===== src/rtl/complex_pkg.sv =====
// Shared definitions for the complex arithmetic path: default word widths,
// accumulator FSM states and the complex product word.
package complex_pkg;

    localparam int IN_W_DEF  = 16;
    localparam int ACC_W_DEF = 24;

    typedef enum logic {
        ACCUM = 1'b0,
        DONE  = 1'b1
    } acc_state_e;

    typedef struct packed {
        logic [IN_W_DEF-1:0] re;
        logic [IN_W_DEF-1:0] im;
    } cplx_word_t;

endpackage


===== src/rtl/cplx_acc_add.sv =====
// One accumulator component: sign-extend the incoming term, add it modulo
// 2**ACC_W, and flag signed overflow of that add.
module cplx_acc_add #(
    parameter int IN_W  = 16,
    parameter int ACC_W = 24
) (
    input  logic [ACC_W-1:0] i_acc,
    input  logic [IN_W-1:0]  i_term,
    output logic [ACC_W-1:0] o_sum,
    output logic             o_ovf
);

    logic [ACC_W-1:0] w_ext;

    assign w_ext = ACC_W'($signed(i_term));
    assign o_sum = i_acc + w_ext;
    // Same-sign operands producing a different-sign result is a wrap.
    assign o_ovf = (i_acc[ACC_W-1] == w_ext[ACC_W-1]) &&
                   (o_sum[ACC_W-1] != i_acc[ACC_W-1]);

endmodule


===== src/rtl/complex_mac_accumulator.sv =====
// Complex dot-product accumulator: sums signed (re, im) product terms until
// in_last or MAX_TERMS, then holds the result on a valid/ready output.
module complex_mac_accumulator
    import complex_pkg::*;
#(
    parameter int IN_W      = IN_W_DEF,
    parameter int ACC_W     = ACC_W_DEF,
    parameter int MAX_TERMS = 256,
    parameter int CNT_W     = 9
) (
    input  logic             clk,
    input  logic             rst_n,
    input  logic             in_valid,
    output logic             in_ready,
    input  logic [IN_W-1:0]  in_re,
    input  logic [IN_W-1:0]  in_im,
    input  logic             in_last,
    output logic             out_valid,
    input  logic             out_ready,
    output logic [ACC_W-1:0] acc_re,
    output logic [ACC_W-1:0] acc_im,
    output logic [CNT_W-1:0] term_cnt,
    output logic             ovf,
    output logic             forced
);

    acc_state_e       r_state;
    acc_state_e       w_state_nxt;
    logic [ACC_W-1:0] r_acc_re;
    logic [ACC_W-1:0] r_acc_im;
    logic [ACC_W-1:0] w_sum_re;
    logic [ACC_W-1:0] w_sum_im;
    logic             w_ovf_re;
    logic             w_ovf_im;
    logic [CNT_W-1:0] r_cnt;
    logic [CNT_W-1:0] w_cnt_inc;
    logic             r_ovf;
    logic             r_forced;
    logic             w_accept;
    logic             w_full;
    logic             w_close;
    logic             w_consume;

    cplx_acc_add #(.IN_W(IN_W), .ACC_W(ACC_W)) u_add_re (
        .i_acc  (r_acc_re),
        .i_term (in_re),
        .o_sum  (w_sum_re),
        .o_ovf  (w_ovf_re)
    );

    cplx_acc_add #(.IN_W(IN_W), .ACC_W(ACC_W)) u_add_im (
        .i_acc  (r_acc_im),
        .i_term (in_im),
        .o_sum  (w_sum_im),
        .o_ovf  (w_ovf_im)
    );

    // Handshakes are decoded from the state register directly so the
    // ready/valid outputs never sit in a combinational loop with them.
    assign w_accept  = in_valid && (r_state == ACCUM);
    assign w_consume = out_ready && (r_state == DONE);
    assign w_cnt_inc = r_cnt + 1'b1;
    assign w_full    = (w_cnt_inc == CNT_W'(MAX_TERMS));
    assign w_close   = w_accept && (in_last || w_full);

    always_ff @(posedge clk or negedge rst_n) begin
        if (!rst_n) begin
            r_state <= ACCUM;
        end else begin
            r_state <= w_state_nxt;
        end
    end

    always_comb begin
        w_state_nxt = r_state;
        in_ready    = 1'b0;
        out_valid   = 1'b0;
        case (r_state)
            ACCUM: begin
                in_ready = 1'b1;
                if (w_close) w_state_nxt = DONE;
            end
            DONE: begin
                out_valid = 1'b1;
                if (out_ready) w_state_nxt = ACCUM;
            end
        endcase
    end

    always_ff @(posedge clk or negedge rst_n) begin
        if (!rst_n) begin
            r_acc_re <= '0;
            r_acc_im <= '0;
            r_cnt    <= '0;
            r_ovf    <= 1'b0;
            r_forced <= 1'b0;
        end else if (w_consume) begin
            r_acc_re <= '0;
            r_acc_im <= '0;
            r_cnt    <= '0;
            r_ovf    <= 1'b0;
            r_forced <= 1'b0;
        end else if (w_accept) begin
            r_acc_re <= w_sum_re;
            r_acc_im <= w_sum_im;
            r_cnt    <= w_cnt_inc;
            r_ovf    <= r_ovf | w_ovf_re | w_ovf_im;
            // Only the closing term can hit the limit, so this is 0 mid-vector.
            r_forced <= w_full && !in_last;
        end
    end

    assign acc_re   = r_acc_re;
    assign acc_im   = r_acc_im;
    assign term_cnt = r_cnt;
    assign ovf      = r_ovf;
    assign forced   = r_forced;

endmodule


===== config.mk =====
export PLATFORM = sky130hd
export DESIGN_NAME = complex_mac_accumulator
export DESIGN_NICKNAME = d
export VERILOG_FILES = /design/src/rtl/complex_pkg.sv /design/src/rtl/cplx_acc_add.sv /design/src/rtl/complex_mac_accumulator.sv
export SDC_FILE = /design/constraint.sdc
export NUM_CORES = 1
export LEC_CHECK = 0
export ABC_AREA = 1
export CORE_UTILIZATION = 49
export CTS_CLUSTER_DIAMETER = 200
export CTS_CLUSTER_SIZE = 40
export DETAILED_ROUTE_END_ITERATION = 12
export PLACE_DENSITY = 0.79
export SLEW_MARGIN = 20
export SYNTH_ARGS = -nofsm -noshare
export SYNTH_HDL_FRONTEND = slang
export SYNTH_SLANG_ARGS = --single-unit

===== constraint.sdc =====
create_clock -name clk -period 1.73 [get_ports clk]
set_input_delay 0.346 -clock clk [delete_from_list [all_inputs] [get_ports clk]]
set_output_delay 0.346 -clock clk [all_outputs]
set_load 0.02 [all_outputs]

==> implementation parameters <==
Parameter                              Value

Detailed routing
  Detailed router's first-iteration violation count    1017
  Post-route ant nets    0
  Total number of vias    7835
  Vias/cell    6.360
  Residual DRC    0
  Wire length per cell after detailed routing    22.31 um
  Pre-Repair DR Iteration Count    8
  Final routed wirelength across all metal layers    27.48 mm

CTS
  Clock tree root driver cell    sky130_fd_sc_hd__clkbuf_8
  # H-tree levels    3
  Insertion delay to the later sink of the worst-skew pair    0.39 ns
  CTS max path bufs    2
  Clock buffers created by TritonCTS    9
  Clock tree from TritonCTS    built
  Clock sink count    60
  Clk pin slew, worst setup/hold paths    0.10 ns

Cells and area
  Combined flip-flop and latch cell area    1514 sq um
  Count of fill cells added during filler insertion    375
  Number of standard cells in the layout, taps in and fillers out    1232
  Total inserted antenna cells    0
  Number of nets at the end of the flow    1177
  Fraction of final layout cells sized beyond drive strength 1    0.4243
  Synthesis-to-layout area growth    82.01%
  Multi-input gate area in the final layout    4903 sq um

Worst hold path
  Hold Crit Class    in -> reg
  Hold wc startpoint    in_re[0]

Setup path
  Worst-path maximum fanout    4
  Crit end category    register
  Data arrival time of the critical path    2.51 ns
  Worst setup SP type    register
  Worst setup path class    reg -> reg
  Required time reported for the critical path endpoint    2.00 ns
  Worst setup path startpoint    acc_im[4]
  Worst reg2reg path startpoint    acc_im[4]

Floorplan
  Full die area    11090 sq um
  Top-level I/O count    98
  Core Region    10320 sq um
  Floorplan row count    37
  DIE WIDTH    105.3 um
  Initial core utilization    0.5067
  Die outline height    105.3 um

Timing
  Number of failing setup endpoints in the final timing report    47
  RSZ-0062 raised after global routing    yes
  Post-route fraction of the period consumed by the critical path    1.296
  Max Freq    0.4459 GHz
  Fin Hold WS    0.4942 ns
  Worst slew margin relative to its limit    0.7177
  Crit path setup slack, layout    -0.5126 ns
  Slew at the pin with the worst max-slew slack    0.4191 ns
  Fin crit period    2.243 ns
  Setup Skew    0.02605 ns
  Number of slew-limit violations in the final report    0
  Total count of hold-check failures in the final report    0

Global route
  Total global routing overflow    0
  Global-route wire length before repair    33.29 mm
  Largest net degree at the start of global routing    61
  Via count of the first global-routing pass    6965
  Initial antenna violation count    0
  All-layer global routing usage    0.3778

Logic synthesis
  Top-area cell type share of the netlist area    0.2870
  Area contributors post-synth    sky130_fd_sc_hd__dfrtp_1, sky130_fd_sc_hd__nand2_1, sky130_fd_sc_hd__ha_1
  Count of yosys warnings during synthesis    0
  Cell type with the largest total area after synthesis    sky130_fd_sc_hd__dfrtp_1
  Dominant synthesized flop cell    sky130_fd_sc_hd__dfrtp_1
  Share of synthesized registers carrying an async set or reset    1.000
  Distinct cell type count after synthesis    36
  Post-synth top cells    sky130_fd_sc_hd__nand2_1, sky130_fd_sc_hd__nor2_1, sky130_fd_sc_hd__inv_1
  Sequential element share of the synthesized area    0.2870
  Netlist area before placement    5231 sq um
  Post-Synthesis Mean Instance Area    6.458 sq um
  Syn nets    896
  EDFF count, synth    0
  Cells after Synth    810
  Most common cell in the netlist    sky130_fd_sc_hd__nand2_1
  Flop and latch count out of synthesis    60

Placement
  Routability congestion estimate    0.9475
  Total instance count after detailed placement    1179
  Worst setup slack after placement    -0.6722 ns
  DP Wirelength    13.31 mm
  Count of input and output buffers    97

Power
  Total power density per cell area    1999 nW/um^2
  Overall power consumption    19040 uW
  Worst-case vdd ir drop    1.571 mV
  Leak pwr    0.004844 uW

Outcome
  Violated checks    negative setup slack
  Run status    finished, violations left

Flow run
  Max Cap Violations    0
metrics by stage:
stage	setup TNS, ns	utilization	area [sq um]
3_5_place_dp	-22.80	0.7394	7634
2_1_floorplan	-0.4774	-	5404
5_1_grt	-11.47	0.9223	9522
6_report	-8.090	0.9223	9522
4_1_cts	-1.513	0.8321	8591
3_3_place_gp	-21.12	0.7394	7634
worst paths after layout:
kind | slack [ns] | end | cells after the start
setup / recovery | -0.51 | acc_im[12] | 10
hold / removal | 0.49 | acc_re[0] | 3
setup reg to reg | -0.51 | acc_im[12] | 10
hold reg to reg | 0.52 | forced | 2
max in group asynchronous | 0.89 | term_cnt[0] | 3
min in group asynchronous | 0.53 | acc_re[7] | 3
per-layer routing:
layer	part of all wire	GRT usage	routed length [um]
met4	0.088	0.1821	2431
met2	0.46	0.6579	12590
met1	0.35	0.4567	9532
met3	0.11	0.05318	2921
met5	0	0	0
sequential cells by signal, summed over array words and instances (netlist names):
register	flops
forced	1
acc_im	24
term_cnt	9
r_state	1
acc_re	24
ovf	1
layout by cell type, fill, tap and decap left out, types with 17 or more instances in the layout:
master	instances
sky130_fd_sc_hd__nand2_4	27
sky130_fd_sc_hd__buf_4	167
sky130_fd_sc_hd__nand2_2	40
sky130_fd_sc_hd__dlygate4sd2_1	69
sky130_fd_sc_hd__o21ai_1	25
sky130_fd_sc_hd__nand3_1	17
sky130_fd_sc_hd__nand2_1	212
sky130_fd_sc_hd__inv_1	71
sky130_fd_sc_hd__o21ai_0	27
sky130_fd_sc_hd__a21oi_1	21
sky130_fd_sc_hd__a21oi_2	28
sky130_fd_sc_hd__ha_4	46
sky130_fd_sc_hd__nor2_1	63
sky130_fd_sc_hd__dfrtp_1	50
report_power, final:
part           leakage, uW  switching [uW]  internal, uW
Combinational      0.00399            8250          6460
Clock             0.000109             751           806
Sequential        0.000744             758          2010
Total              0.00484            9760          9270
layout make-up:
cell class,count,area share
repair buffers,281,0.2502
well taps,136,0.01787
multi-input cells,652,0.5150
inverters,87,0.03535
clock buffers,9,0.01301
clock inverters,7,0.009593
flip-flops and latches,60,0.1590
cells by family after synthesis:
family | Yosys count | synth area share
simple gates | 443 | 0.3470
fa+ha+maj | 49 | 0.1201
compound gates | 155 | 0.1660
flops | 60 | 0.2870
buf+inv | 98 | 0.07151
xor+xnor | 5 | 0.008371
critical path: stages (launching register included):
cell and delay [ns]:
sky130_fd_sc_hd__dfrtp_1 0.48, sky130_fd_sc_hd__ha_4 0.35, sky130_fd_sc_hd__buf_4 0.15, sky130_fd_sc_hd__nand2_4 0.07, sky130_fd_sc_hd__nor2_1 0.32, sky130_fd_sc_hd__a21o_1 0.24
sky130_fd_sc_hd__nand2_1 0.08, sky130_fd_sc_hd__nand2_2 0.11, sky130_fd_sc_hd__a21oi_2 0.08, sky130_fd_sc_hd__o21ai_1 0.12, sky130_fd_sc_hd__nand2_1 0.10
repair_timing:
action	in CTS	in global routing
hold endpoints to repair	7	0
pin swaps	44	107
gates resized for setup	233	219
buffers inserted	10	30
gates cloned	1	0
endpoints found under the setup margin	91	47
hold buffers	1	0
Power figures use the tool's default switching activity.
